## src/rtl/bcd_time_pkg.sv

```systemverilog
// Digit limits and clamping helpers shared by the BCD time editor.
// A field is two BCD digits {tens, units}; hour fields run 00-23, all others 00-59.
package bcd_time_pkg;

  localparam logic [3:0] TENS_MAX            = 4'd5;
  localparam logic [3:0] UNITS_MAX           = 4'd9;
  localparam logic [3:0] HOUR_TENS_MAX       = 4'd2;
  localparam logic [3:0] HOUR_UNITS_MAX_AT_2 = 4'd3;

  function automatic logic [3:0] digit_max(input logic field_is_hour,
                                           input logic is_tens,
                                           input logic [3:0] hour_tens);
    if (is_tens)
      return field_is_hour ? HOUR_TENS_MAX : TENS_MAX;
    if (field_is_hour && hour_tens == HOUR_TENS_MAX)
      return HOUR_UNITS_MAX_AT_2;
    return UNITS_MAX;
  endfunction

  // Tens is clamped first so the units limit follows the clamped tens digit.
  function automatic logic [7:0] bcd_clamp_field(input logic field_is_hour,
                                                 input logic [7:0] field);
    logic [3:0] tens;
    logic [3:0] units;
    logic [3:0] tmax;
    logic [3:0] umax;
    tmax  = digit_max(field_is_hour, 1'b1, 4'd0);
    tens  = (field[7:4] > tmax) ? tmax : field[7:4];
    umax  = digit_max(field_is_hour, 1'b0, tens);
    units = (field[3:0] > umax) ? umax : field[3:0];
    return {tens, units};
  endfunction

endpackage

```

## src/rtl/btn_pulse.sv

```systemverilog
// Button edge detector with optional hold-to-repeat; emits a one-cycle step.
// Steps are gated by en; a button held through reset stays silent until released.
module btn_pulse #(
  parameter bit REPEAT_EN     = 1'b0,
  parameter int REPEAT_DELAY  = 1,
  parameter int REPEAT_PERIOD = 1
) (
  input  logic clk,
  input  logic reset,
  input  logic en,
  input  logic btn,
  output logic step
);

  logic prev;
  logic blocked;
  logic press;

  assign press = en & btn & ~prev & ~blocked;

  // prev tracks the level even while disabled, so a button held when en rises gives no edge.
  always_ff @(posedge clk) begin
    if (reset) begin
      prev    <= 1'b0;
      blocked <= 1'b1;
    end else begin
      prev <= btn;
      if (!btn)
        blocked <= 1'b0;
    end
  end

  generate
    if (REPEAT_EN) begin : g_rep
      localparam int MAXC = (REPEAT_DELAY > REPEAT_PERIOD) ? REPEAT_DELAY : REPEAT_PERIOD;
      localparam int CW   = (MAXC > 1) ? $clog2(MAXC) : 1;

      logic [CW-1:0] cnt;
      logic          active;
      logic          fire;

      assign fire = active & btn & en & (cnt == '0);

      // Down-counter: loaded with DELAY-1 on the press, PERIOD-1 after each repeat.
      always_ff @(posedge clk) begin
        if (reset || !en || !btn) begin
          cnt    <= '0;
          active <= 1'b0;
        end else if (press) begin
          cnt    <= CW'(REPEAT_DELAY - 1);
          active <= 1'b1;
        end else if (active) begin
          cnt <= (cnt == '0) ? CW'(REPEAT_PERIOD - 1) : cnt - CW'(1);
        end
      end

      assign step = press | fire;
    end else begin : g_norep
      assign step = press;
    end
  endgenerate

endmodule

```

## src/rtl/bcd_time_editor.sv

```systemverilog
// Cursor-driven editor for a packed BCD time value (field 0 most significant).
// Buttons move the digit cursor and step the selected digit; load preloads a clamped value.
module bcd_time_editor #(
  parameter int                      NUM_FIELDS    = 3,
  parameter int                      HOUR_FIELD    = 0,
  parameter logic [8*NUM_FIELDS-1:0] RESET_VALUE   = '0,
  parameter int                      REPEAT_DELAY  = 50_000_000,
  parameter int                      REPEAT_PERIOD = 10_000_000
) (
  input  logic                            clk,
  input  logic                            reset,
  input  logic                            en,
  input  logic                            up,
  input  logic                            down,
  input  logic                            left,
  input  logic                            right,
  input  logic                            load,
  input  logic [8*NUM_FIELDS-1:0]         load_value,
  output logic [8*NUM_FIELDS-1:0]         value,
  output logic [$clog2(2*NUM_FIELDS)-1:0] cursor,
  output logic                            changed
);
  import bcd_time_pkg::*;

  localparam int             W        = 8 * NUM_FIELDS;
  localparam int             CW       = $clog2(2 * NUM_FIELDS);
  localparam logic [CW-1:0]  CUR_LAST = CW'(2 * NUM_FIELDS - 1);

  logic up_step, down_step, left_step, right_step;

  btn_pulse #(.REPEAT_EN(1'b1), .REPEAT_DELAY(REPEAT_DELAY), .REPEAT_PERIOD(REPEAT_PERIOD))
    u_up    (.clk(clk), .reset(reset), .en(en), .btn(up),    .step(up_step));
  btn_pulse #(.REPEAT_EN(1'b1), .REPEAT_DELAY(REPEAT_DELAY), .REPEAT_PERIOD(REPEAT_PERIOD))
    u_down  (.clk(clk), .reset(reset), .en(en), .btn(down),  .step(down_step));
  btn_pulse #(.REPEAT_EN(1'b0), .REPEAT_DELAY(1), .REPEAT_PERIOD(1))
    u_left  (.clk(clk), .reset(reset), .en(en), .btn(left),  .step(left_step));
  btn_pulse #(.REPEAT_EN(1'b0), .REPEAT_DELAY(1), .REPEAT_PERIOD(1))
    u_right (.clk(clk), .reset(reset), .en(en), .btn(right), .step(right_step));

  logic [W-1:0]  value_next;
  logic [CW-1:0] cursor_next;
  logic [7:0]    sel_field;
  logic [7:0]    new_field;
  logic [3:0]    sel_digit;
  logic [3:0]    new_digit;
  logic [3:0]    dmax;
  logic          sel_is_hour;
  logic          sel_is_tens;
  logic          do_inc;
  logic          do_dec;
  int            sel_idx;

  always_comb begin
    sel_idx     = int'(cursor >> 1);
    sel_is_tens = ~cursor[0];
    sel_is_hour = (sel_idx == HOUR_FIELD);
    sel_field   = '0;
    for (int i = 0; i < NUM_FIELDS; i++)
      if (i == sel_idx)
        sel_field = value[8*(NUM_FIELDS-i)-1 -: 8];

    sel_digit = sel_is_tens ? sel_field[7:4] : sel_field[3:0];
    dmax      = digit_max(sel_is_hour, sel_is_tens, sel_field[7:4]);
    do_inc    = up_step & ~down_step;
    do_dec    = down_step & ~up_step;

    new_digit = sel_digit;
    if (do_inc)
      new_digit = (sel_digit >= dmax) ? 4'd0 : sel_digit + 4'd1;
    else if (do_dec)
      new_digit = (sel_digit == 4'd0) ? dmax : sel_digit - 4'd1;

    // Re-clamping the whole field pulls hour units down to 3 when tens becomes 2.
    new_field = sel_is_tens ? {new_digit, sel_field[3:0]} : {sel_field[7:4], new_digit};
    new_field = bcd_clamp_field(sel_is_hour, new_field);

    value_next = value;
    if (load) begin
      for (int i = 0; i < NUM_FIELDS; i++)
        value_next[8*(NUM_FIELDS-i)-1 -: 8] =
          bcd_clamp_field(i == HOUR_FIELD, load_value[8*(NUM_FIELDS-i)-1 -: 8]);
    end else if (en && (do_inc || do_dec)) begin
      for (int i = 0; i < NUM_FIELDS; i++)
        if (i == sel_idx)
          value_next[8*(NUM_FIELDS-i)-1 -: 8] = new_field;
    end

    cursor_next = cursor;
    if (!en)
      cursor_next = '0;
    else if (right_step && !left_step)
      cursor_next = (cursor == CUR_LAST) ? '0 : cursor + CW'(1);
    else if (left_step && !right_step)
      cursor_next = (cursor == '0) ? CUR_LAST : cursor - CW'(1);
  end

  always_ff @(posedge clk) begin
    if (reset) begin
      value   <= RESET_VALUE;
      cursor  <= '0;
      changed <= 1'b0;
    end else begin
      value   <= value_next;
      cursor  <= cursor_next;
      changed <= (value_next != value);
    end
  end

endmodule

```

## config.mk

```make
export PLATFORM = sky130hd
export DESIGN_NAME = bcd_time_editor
export DESIGN_NICKNAME = d
export VERILOG_FILES = /design/src/rtl/bcd_time_pkg.sv /design/src/rtl/btn_pulse.sv /design/src/rtl/bcd_time_editor.sv
export SDC_FILE = /design/constraint.sdc
export NUM_CORES = 1
export LEC_CHECK = 0
export BUFFER_PORTS_ARGS = -buffer_cell sky130_fd_sc_hd__buf_2
export CAP_MARGIN = 20
export CORE_MARGIN = 8
export CORE_UTILIZATION = 41
export DETAILED_ROUTE_END_ITERATION = 10
export SLEW_MARGIN = 20
export SYNTH_ARGS = -nofsm -noshare
export SYNTH_HDL_FRONTEND = slang
export SYNTH_SLANG_ARGS = --single-unit
```

## constraint.sdc

```tcl
create_clock -name clk -period 7.3 [get_ports clk]
set_input_delay 0.73 -clock clk [delete_from_list [all_inputs] [get_ports clk]]
set_output_delay 0.73 -clock clk [all_outputs]
set_load 0.02 [all_outputs]
```

==> results of run 1 <==
-- registers in the layout, indices dropped and copies added, names as in the netlist, 3 cells and up --
name and flops:
cursor 3, u_down.g_rep.cnt 26, u_up.g_rep.cnt 26, value 24
-- cell type report --
cell class | count | area (µm²)
flip-flops and latches | 90 | 1802
fillers | 1520 | 7634
well taps | 188 | 235.2
clock inverters | 5 | 45.04
multi-input cells | 656 | 4400
inverters | 33 | 123.9
repair buffers | 112 | 709.4
clock buffers | 11 | 252.7
-- worst max-delay path: cells and delay by family, from the launching register on --
kind / cells / cell delay, ns
flip-flops: 1 / 0.32
adder cells (fa/ha/maj): 3 / 0.66
AO/OA/AOI/OAI: 14 / 2.49
AND/OR/NAND/NOR: 15 / 3.09
buffers and inverters: 3 / 0.23
-- repair_timing --
| action | CTS | global route |
|---|---|---|
| endpoints found under the hold margin | 0 | 0 |
| pin swaps | 0 | 18 |
| endpoints found under the setup margin | 1 | 2 |
| buffers inserted | 1 | 9 |
| gates resized for setup | 3 | 30 |
-- cells in the mapped netlist (8+ instances only) --
library cell  instances
nand3b_1             10
buf_2                 8
inv_1                33
nand3_1              23
and2_1                9
o21ai_0              39
a21o_1                9
or3_1                 8
a211oi_1             13
ha_1                 20
nor2b_1              15
clkbuf_1             28
nor3_1               41
o21a_1                9
nor4_1               23
a21oi_1              68
o211ai_1             11
xnor2_1              27
mux2i_1              15
nand2b_1             10
and3_1               12
xor2_1               17
nand2_1              65
o31ai_1               9
nor3b_1               9
nor2_1               73
dfxtp_1              90
-- how the worst max path moves through the flow --
stage / slack, ns / start / end
after floorplan: 0.31 / u_down.g_rep.cnt[5] / changed
after global placement: 0.15 / u_down.g_rep.cnt[6] / changed
after detailed placement: -0.10 / u_up.g_rep.cnt[17] / changed
after CTS: 0.006 / u_up.g_rep.cnt[17] / changed
after global routing: -0.07 / u_down.g_rep.cnt[5] / changed
final: 0.36 / u_down.g_rep.cnt[5] / changed
-- cell families (layout without fill, tap and decap cells) --
logic type                 count (synthesis)  count (layout)  share of synthesized area (%)
AOI/OAI and AO/OA                        243             243                          26.77
xor gates and xnor gates                  44              44                          6.044
adders and majority gates                 20              20                          3.925
buffers and inverters                     75             161                          5.024
DFF                                       90              90                          28.26
muxes                                     16              16                          2.531
and+or+nand+nor                          333             333                          27.45
-- per-stage QoR --
| step | power [mW] | util (%) |
|---|---|---|
| 3_3_place_gp | 0.8100 | 46.43 |
| 5_1_grt | 1.362 | 49.79 |
| 6_report | 1.299 | 49.79 |
| 3_5_place_dp | 0.8086 | 46.43 |
| 2_1_floorplan | 0.7169 | - |
| 4_1_cts | 1.279 | 48.50 |
-- power by group --
part	total, mW	switching [mW]	internal (mW)
clock network	0.472	0.218	0.255
logic	0.302	0.178	0.123
registers	0.525	0.0204	0.504
-- routing by layer --
layer,GRT usage (%),routed length (µm),up-vias
met5,0,0,-
met4,5.486,419,0
met3,4.355,1360,39
met2,29.46,8597,221
met1,26.69,9274,3037
li1,-,-,3223
-- placed cells by master (no fill, tap or decap), types with 10 or more instances in the layout --
cell type / netlist / routed
ha_1: 20 / 18
and3_1: 12 / 12
nor2_1: 73 / 69
dfxtp_1: 90 / 90
a21oi_1: 68 / 68
nand3b_1: 10 / 10
mux2i_1: 15 / 15
nor3_1: 41 / 41
inv_1: 33 / 31
nand3_1: 23 / 23
xor2_1: 17 / 17
nand2_1: 65 / 64
nand2b_1: 10 / 10
nor4_1: 23 / 21
buf_4: 1 / 51
o211ai_1: 11 / 11
buf_2: 8 / 59
nor2b_1: 15 / 14
a211oi_1: 13 / 13
xnor2_1: 27 / 27
o21ai_0: 39 / 36
==> out/metrics.cfg, run 1 <==
[routing]
drt-total-wl_um=19650
dr.pass1.iters=5
avgRoutedWirePerCell_um=17.95
drt_iter0_drc=628
avgViaCountPerCell=5.954
dr_total_vias=6520
drcViolationCount=0
antenna_left=0

[clock_tree]
cts_root_buffer=clkbuf_16
cts_buffers=9
cts_tree=yes
ctsHoldBuffers=0
cts.sinks=90
clk_pin_slew_worst_paths_ns=0.07
clk_latency_ns=0.35
clockBufferDepth=2
h-tree-depth=3

[status]
status=completed

[synthesis]
synth_nets=873
syn_area_per_cell_um2=7.766
ys_warn_count=0
synth_cell_types=81
ys_ff_latch=90
synth_area_mm2=0.006376
synth_edf_count=0
ys_async_sr_fraction_pct=0
ys_seq_area_share_pct=28.26
synth_top_cell_by_area=dfxtp_1
synthCells=821
synthFlopType=dfxtp_1
synth_top_area_share_pct=28.26
ys_top_cells_by_area=dfxtp_1 28%, a21oi_1 5.3%, nor2_1 4.3%

[global_routing]
track_usage_pct=19.34
grt_max_degree=49
grt_pass1_vias=5954
antenna_found_initial=0
grt_pass1_wl_um=31430
grt_overflow_total=0

[floorplanning]
start_util_pct=41.94
die_h_um=140.7
die_w_um=140.7
ios=60
num_rows=45
die-area_mm2=0.01980
coreArea_mm2=0.01520

[power_and_ir_drop]
peakVddDrop_uv=111.2
p_leak_nw=2.873
powerDensity_mw_per_mm2=171.6

[placement]
hpwl_um=14340
gp_congestion=0.8950
dp_cells=1069
pre_cts_ws_ns=-0.1036
io_buffers=59
dpl_cell_area_mm2=0.007058

[worst_setup_path]
slowest_delay_ns=0.41
arrival_ns=7.14
cp-end-kind=flop
r2r_setup_slack_ns=0.36
reg2reg_from=u_down.g_rep.cnt[5]
cp_max_fo=4
cp.required_ns=7.50
crit_path_top_delay_cell=or3_4
start_kind=flop
r2r_cells=35
r2r_end=changed
critical_path_class=reg -> reg

[sta]
setup_ws_ns=0.3620
setup_viol=0
period_share_pct=95.04
period_needed_ns=6.938
hold_viol=0
worst_pin_slew_ns=0.8676
holdWs_ns=0.4507
slew_viol_final=0
slew_headroom_pct=42.10
finalSetupTns_ns=0
timing.fmax_ghz=0.1441
finalClockSkew_ns=0.01021

[cells_and_area]
nets=954
syn_to_final_growth_pct=18.70
final_cells=1095
drive_gt1_share_pct=19.74
n_antenna_cell=0
post-route-cell-area_mm2=0.007569

[min_path]
worstHoldPathType=reg -> reg
hold_depth=1
min_to=u_left.blocked
hp-start=u_left.blocked

[flow_run]
drv_cap=0

Note: power is estimated with default switching activity, not from simulation.
==> inputs of run 2 (changes only) <==
- PLACE_DENSITY: not set -> 0.7
==> out/metrics.cfg, run 2 (synthesis results as in run 1) <==
[worst_setup_path]
cp-end-kind=flop
cp_max_fo=11  ; +7
r2r_setup_slack_ns=0.38  ; +0.02 ns
crit_path_start=u_down.g_rep.cnt[6]
critical_path_class=reg -> reg
crit_path_top_delay_cell=or3_4
cp.required_ns=7.50  ; about the same
r2r_cells=35  ; unchanged
start_kind=flop
arrival_ns=7.12  ; -0.02 ns
slowest_delay_ns=0.38  ; -0.03 ns
reg2reg_from=u_down.g_rep.cnt[6]
r2r_end=changed

[floorplanning]
coreArea_mm2=0.01520  ; unchanged
die_w_um=140.7  ; unchanged
die_h_um=140.7  ; unchanged
start_util_pct=41.94  ; unchanged
die-area_mm2=0.01980  ; unchanged
num_rows=45  ; unchanged
ios=60  ; unchanged

[min_path]
worstHoldPathType=reg -> reg
hp-start=u_left.blocked
min_to=u_left.blocked
hold_depth=1  ; unchanged

[power_and_ir_drop]
peakVddDrop_uv=128.9  ; +16%
p_leak_nw=2.795  ; -2.7%
powerDensity_mw_per_mm2=171.0  ; -0.37%
power_mw=1.274  ; -1.9%

[sta]
period_needed_ns=6.919  ; -0.01850 ns
setup_viol=0  ; unchanged
worst_pin_slew_ns=0.8498  ; -0.01774 ns
slew_headroom_pct=43.28  ; +1.2 points
finalClockSkew_ns=0.01182  ; +0.001614 ns
period_share_pct=94.79  ; -0.25 points
slew_viol_final=0  ; unchanged
setup_ws_ns=0.3805  ; +0.01850 ns
hold_viol=0  ; unchanged
timing.fmax_ghz=0.1445  ; +0.27%

[placement]
pre_cts_ws_ns=-0.07312  ; +0.03044 ns
hpwl_um=13840  ; -3.5%
io_buffers=59  ; unchanged
dp_cells=1061  ; -0.75%
gp_congestion=0.9593  ; +7.2%
dpl_cell_area_mm2=0.006979  ; -1.1%

[routing]
dr_total_vias=6521  ; +0.015%
dr.pass1.iters=5  ; unchanged
drt_iter0_drc=473  ; -25%
drt-total-wl_um=18930  ; -3.7%
avgRoutedWirePerCell_um=17.48  ; -2.6%
antenna_left=0  ; unchanged
drcViolationCount=0  ; unchanged
avgViaCountPerCell=6.021  ; +1.1%

[status]
status=completed

[global_routing]
grt_overflow_total=0  ; unchanged
grt_pass1_wl_um=30660  ; -2.4%
grt_pass1_vias=5986  ; +0.54%
grt_max_degree=49  ; unchanged
track_usage_pct=18.70  ; -0.65 points
antenna_found_initial=0  ; unchanged

[cells_and_area]
final_common_cell=dfxtp_1
n_antenna_cell=0  ; unchanged
nets=942  ; -1.3%
syn_to_final_growth_pct=16.84
drive_gt1_share_pct=18.44  ; -1.3 points
final_cells=1083  ; -1.1%
mostFrequentLayoutCells=88 x dfxtp_1, 70 x nor2_1, 67 x a21oi_1
post-route-cell-area_mm2=0.007450  ; -1.6%
reg_top3=u_down.g_rep.cnt x26, u_up.g_rep.cnt x26, value x24

[clock_tree]
cts_tree=yes
cts_root_buffer=clkbuf_16
h-tree-depth=3  ; unchanged
cts.sinks=90  ; unchanged
cts_buffers=9  ; unchanged
clk_latency_ns=0.36  ; about the same
clockBufferDepth=2  ; unchanged
clk_pin_slew_worst_paths_ns=0.07  ; about the same

[flow_run]
drv_cap=0  ; unchanged

==> run 2: changes by cell type in the layout (fill, tap and decap cells not counted), moves of 2 or more <==
cell,change
dfxtp_2,+2
clkbuf_8,-2
buf_4,-10
nor2_2,-2
dfxtp_1,-2
clkinvlp_4,+2
==> run 2: metal layers <==
metal  wire length (µm)  vias up  track usage (%)  share of wire (%)
li1                   -     3185                -                  -
met1               8650     3033            24.96                 46
met2               8355      262            28.67                 44
met3               1337       41            3.342                7.1
met4                585        0            8.654                3.1
met5                  0        -                0                  0
==> run 2: report_power, final <==
group	total [mW]	internal, mW	switching (mW)
logic	0.299	0.120	0.179
clock network	0.450	0.234	0.216
registers	0.524	0.504	0.0197
total	1.27	0.859	0.415
==> run 2: worst max-delay path: cells and delay by family, from the launching register on <==
family,cells,cell delay [ns]
AOI/OAI and AO/OA,13,2.28
DFF,1,0.35
adders and majority gates,3,0.69
buffers and inverters,4,0.44
and+or+nand+nor,15,3.00
==> run 2: worst max path at each step <==
stage               to  slack [ns]  depth (start not counted)
2_1_floorplan  changed        0.31                         35
3_3_place_gp   changed        0.18                         34
3_5_place_dp   changed       -0.07                         34
4_1_cts        changed       0.003                         35
5_1_grt        changed       -0.05                         35
6_report       changed        0.38                         35
==> run 2: what timing repair did <==
action,in CTS,in global routing
setup endpoints to repair,1,1
pin swaps,0,13
setup buffers,1,5
gates resized for setup,3,30
hold buffers,0,0
gates cloned,0,0
==> run 2: metrics by stage <==
step | util [%] | hold slack, ns | TNS, ns
CTS | 47.88 | 0.4537 | 0
detailed placement | 45.91 | 0.4382 | -0.07312
global route | 49.00 | 0.4798 | -0.04534
floorplan | - | 0.4192 | 0
global placement | 45.91 | 0.4301 | 0
finish | 49.00 | 0.4506 | 0
==> run 2: cell type report <==
type                            count  area, µm²
Sequential cell                    90       1804
Clock buffer                       10      229.0
Tap cell                          188      235.2
Multi-Input combinational cell    656       4405
Clock inverter                      6      48.80
Fill cell                        1490       7752
Inverter                           33      123.9
Timing Repair Buffer              100      603.1
==> inputs of run 3 (changes only) <==
- CORE_UTILIZATION: 41 -> 55
- PLACE_DENSITY: 0.7 -> 0.78
==> out/metrics.cfg, run 3 (synthesis results as in run 1) <==
[status]
status=completed

[power_and_ir_drop]
peakVddDrop_uv=157.7  ; +22%
p_leak_nw=2.837  ; +1.5%
power_mw=1.379  ; +8.2%
powerDensity_mw_per_mm2=183.9  ; +7.6%

[floorplanning]
die_w_um=123.7  ; -12%
num_rows=39  ; -13%
ios=60  ; unchanged
coreArea_mm2=0.01137  ; -25%
die-area_mm2=0.01529  ; -23%
die_h_um=123.7  ; -12%
start_util_pct=56.08  ; +14 points

[worst_setup_path]
cp-end-kind=flop
r2r_end=changed
critical_path_class=reg -> reg
slowest_delay_ns=0.39  ; about the same
reg2reg_from=u_up.g_rep.cnt[17]
crit_path_top_delay_cell=or3_4
start_kind=flop
r2r_setup_slack_ns=0.36  ; -0.02 ns
r2r_cells=35  ; unchanged
cp_max_fo=5  ; -6
arrival_ns=7.14  ; +0.02 ns
cp.required_ns=7.50  ; about the same

[cells_and_area]
multi_input_area_mm2=0.004415  ; +0.23%
n_fill_cell=932  ; -37%
postLayoutCoreUtil_pct=65.93  ; +17 points
mostFrequentLayoutCells=88 x dfxtp_1, 69 x nor2_1, 67 x a21oi_1
syn_to_final_growth_pct=17.56
seq_area_mm2=0.001804  ; unchanged
drive_gt1_share_pct=19.18  ; +0.74 points
reg_top3=u_down.g_rep.cnt x26, u_up.g_rep.cnt x26, value x24
final_common_cell=dfxtp_1
nets=944  ; +0.21%
final_cells=1041  ; -3.9%
post-route-cell-area_mm2=0.007496  ; +0.62%

[global_routing]
antenna_found_initial=0  ; unchanged
grt_pass1_wl_um=31420  ; +2.5%
grt_overflow_total=0  ; unchanged
grt_pass1_vias=6478  ; +8.2%
grt_max_degree=49  ; unchanged
track_usage_pct=25.57  ; +6.9 points

[routing]
dr.pass1.iters=6  ; +1
route.met2.wl_um=8771  ; +5.0%
dr_total_vias=6896  ; +5.8%
drt_iter0_drc=736  ; +56%
avgRoutedWirePerCell_um=19.04  ; +9.0%
dr_wl_met3_um=1761  ; +32%
top_layer=met4
avgViaCountPerCell=6.624  ; +10%
drt-total-wl_um=19830  ; +4.7%
drcViolationCount=0  ; unchanged
m1WireLength_um=8817  ; +1.9%
antenna_left=0  ; unchanged

[sta]
period_share_pct=95.04  ; +0.25 points
slew_viol_final=0  ; unchanged
setup_ws_ns=0.3623  ; -0.01819 ns
finalSetupTns_ns=0  ; unchanged
setup_viol=0  ; unchanged
hold_viol=0  ; unchanged
period_needed_ns=6.938  ; +0.01820 ns
holdWs_ns=0.4606  ; +0.009936 ns
finalClockSkew_ns=0.009455  ; -0.002364 ns
timing.fmax_ghz=0.1441  ; -0.26%
worst_pin_slew_ns=1.003  ; +0.1533 ns
slew_headroom_pct=31.39  ; -12 points

[placement]
hpwl_um=14530  ; +5.0%
pre_cts_ws_ns=-0.1470  ; -0.07383 ns
dpl_cell_area_mm2=0.006945  ; -0.48%
gp_congestion=0.9471  ; -1.3%
dp_cells=1019  ; -4.0%
io_buffers=59  ; unchanged

[min_path]
hold_depth=1  ; unchanged
hp-start=u_left.blocked
worstHoldPathType=reg -> reg
min_to=u_left.blocked

[clock_tree]
clk_pin_slew_worst_paths_ns=0.07  ; about the same
clockBufferDepth=2  ; unchanged
cts_root_buffer=clkbuf_16
cts_tree=yes
cts_buffers=9  ; unchanged
clk_latency_ns=0.35  ; about the same
cts.sinks=90  ; unchanged
h-tree-depth=3  ; unchanged
ctsHoldBuffers=0  ; unchanged

[flow_run]
drv_cap=0  ; unchanged

==> run 3: layout make-up <==
type,count,share of cell area (%)
diodes,1,0.03338
well taps,143,2.387
flip-flops and latches,90,24.07
inverters,33,1.652
multi-input cells,656,58.90
clock buffers,9,3.005
clock inverters,7,1.652
repair buffers,102,8.296
==> run 3: what timing repair did <==
item                                    4_1_cts  5_1_grt
resized for setup                             6       33
setup buffers                                 1        4
endpoints found under the setup margin        1        2
pin swaps                                     1       19
==> run 3: worst max-delay path by stage <==
| stage | startpoint | to | slack (ns) | cells past startpoint |
|---|---|---|---|---|
| 2_1_floorplan | u_down.g_rep.cnt[5] | changed | 0.31 | 35 |
| 3_3_place_gp | u_up.g_rep.cnt[17] | changed | 0.14 | 34 |
| 6_report | u_up.g_rep.cnt[17] | changed | 0.36 | 35 |
| 5_1_grt | u_up.g_rep.cnt[17] | changed | -0.01 | 35 |
| 4_1_cts | u_down.g_rep.cnt[5] | changed | 0.003 | 35 |
| 3_5_place_dp | u_up.g_rep.cnt[16] | changed | -0.15 | 34 |
==> run 3: worst max-delay path: cells and delay by family (launching register included) <==
family	cells	cell delay (ns)
flops	1	0.33
simple gates	14	3.15
buf+inv	3	0.28
fa+ha+maj	3	0.60
compound gates	15	2.43
==> run 3: metal layers <==
layer / up-vias / GRT usage (%)
met5: - / 0
met1: 3261 / 33.75
met2: 387 / 39.39
met3: 52 / 6.029
met4: 0 / 10.31
li1: 3196 / -
==> run 3: power breakdown <==
part           leakage (nW)  switching, mW  internal (mW)
clock network         0.172          0.212          0.338
logic                  1.93          0.184          0.119
registers             0.734         0.0215          0.504
total                  2.84          0.417          0.961
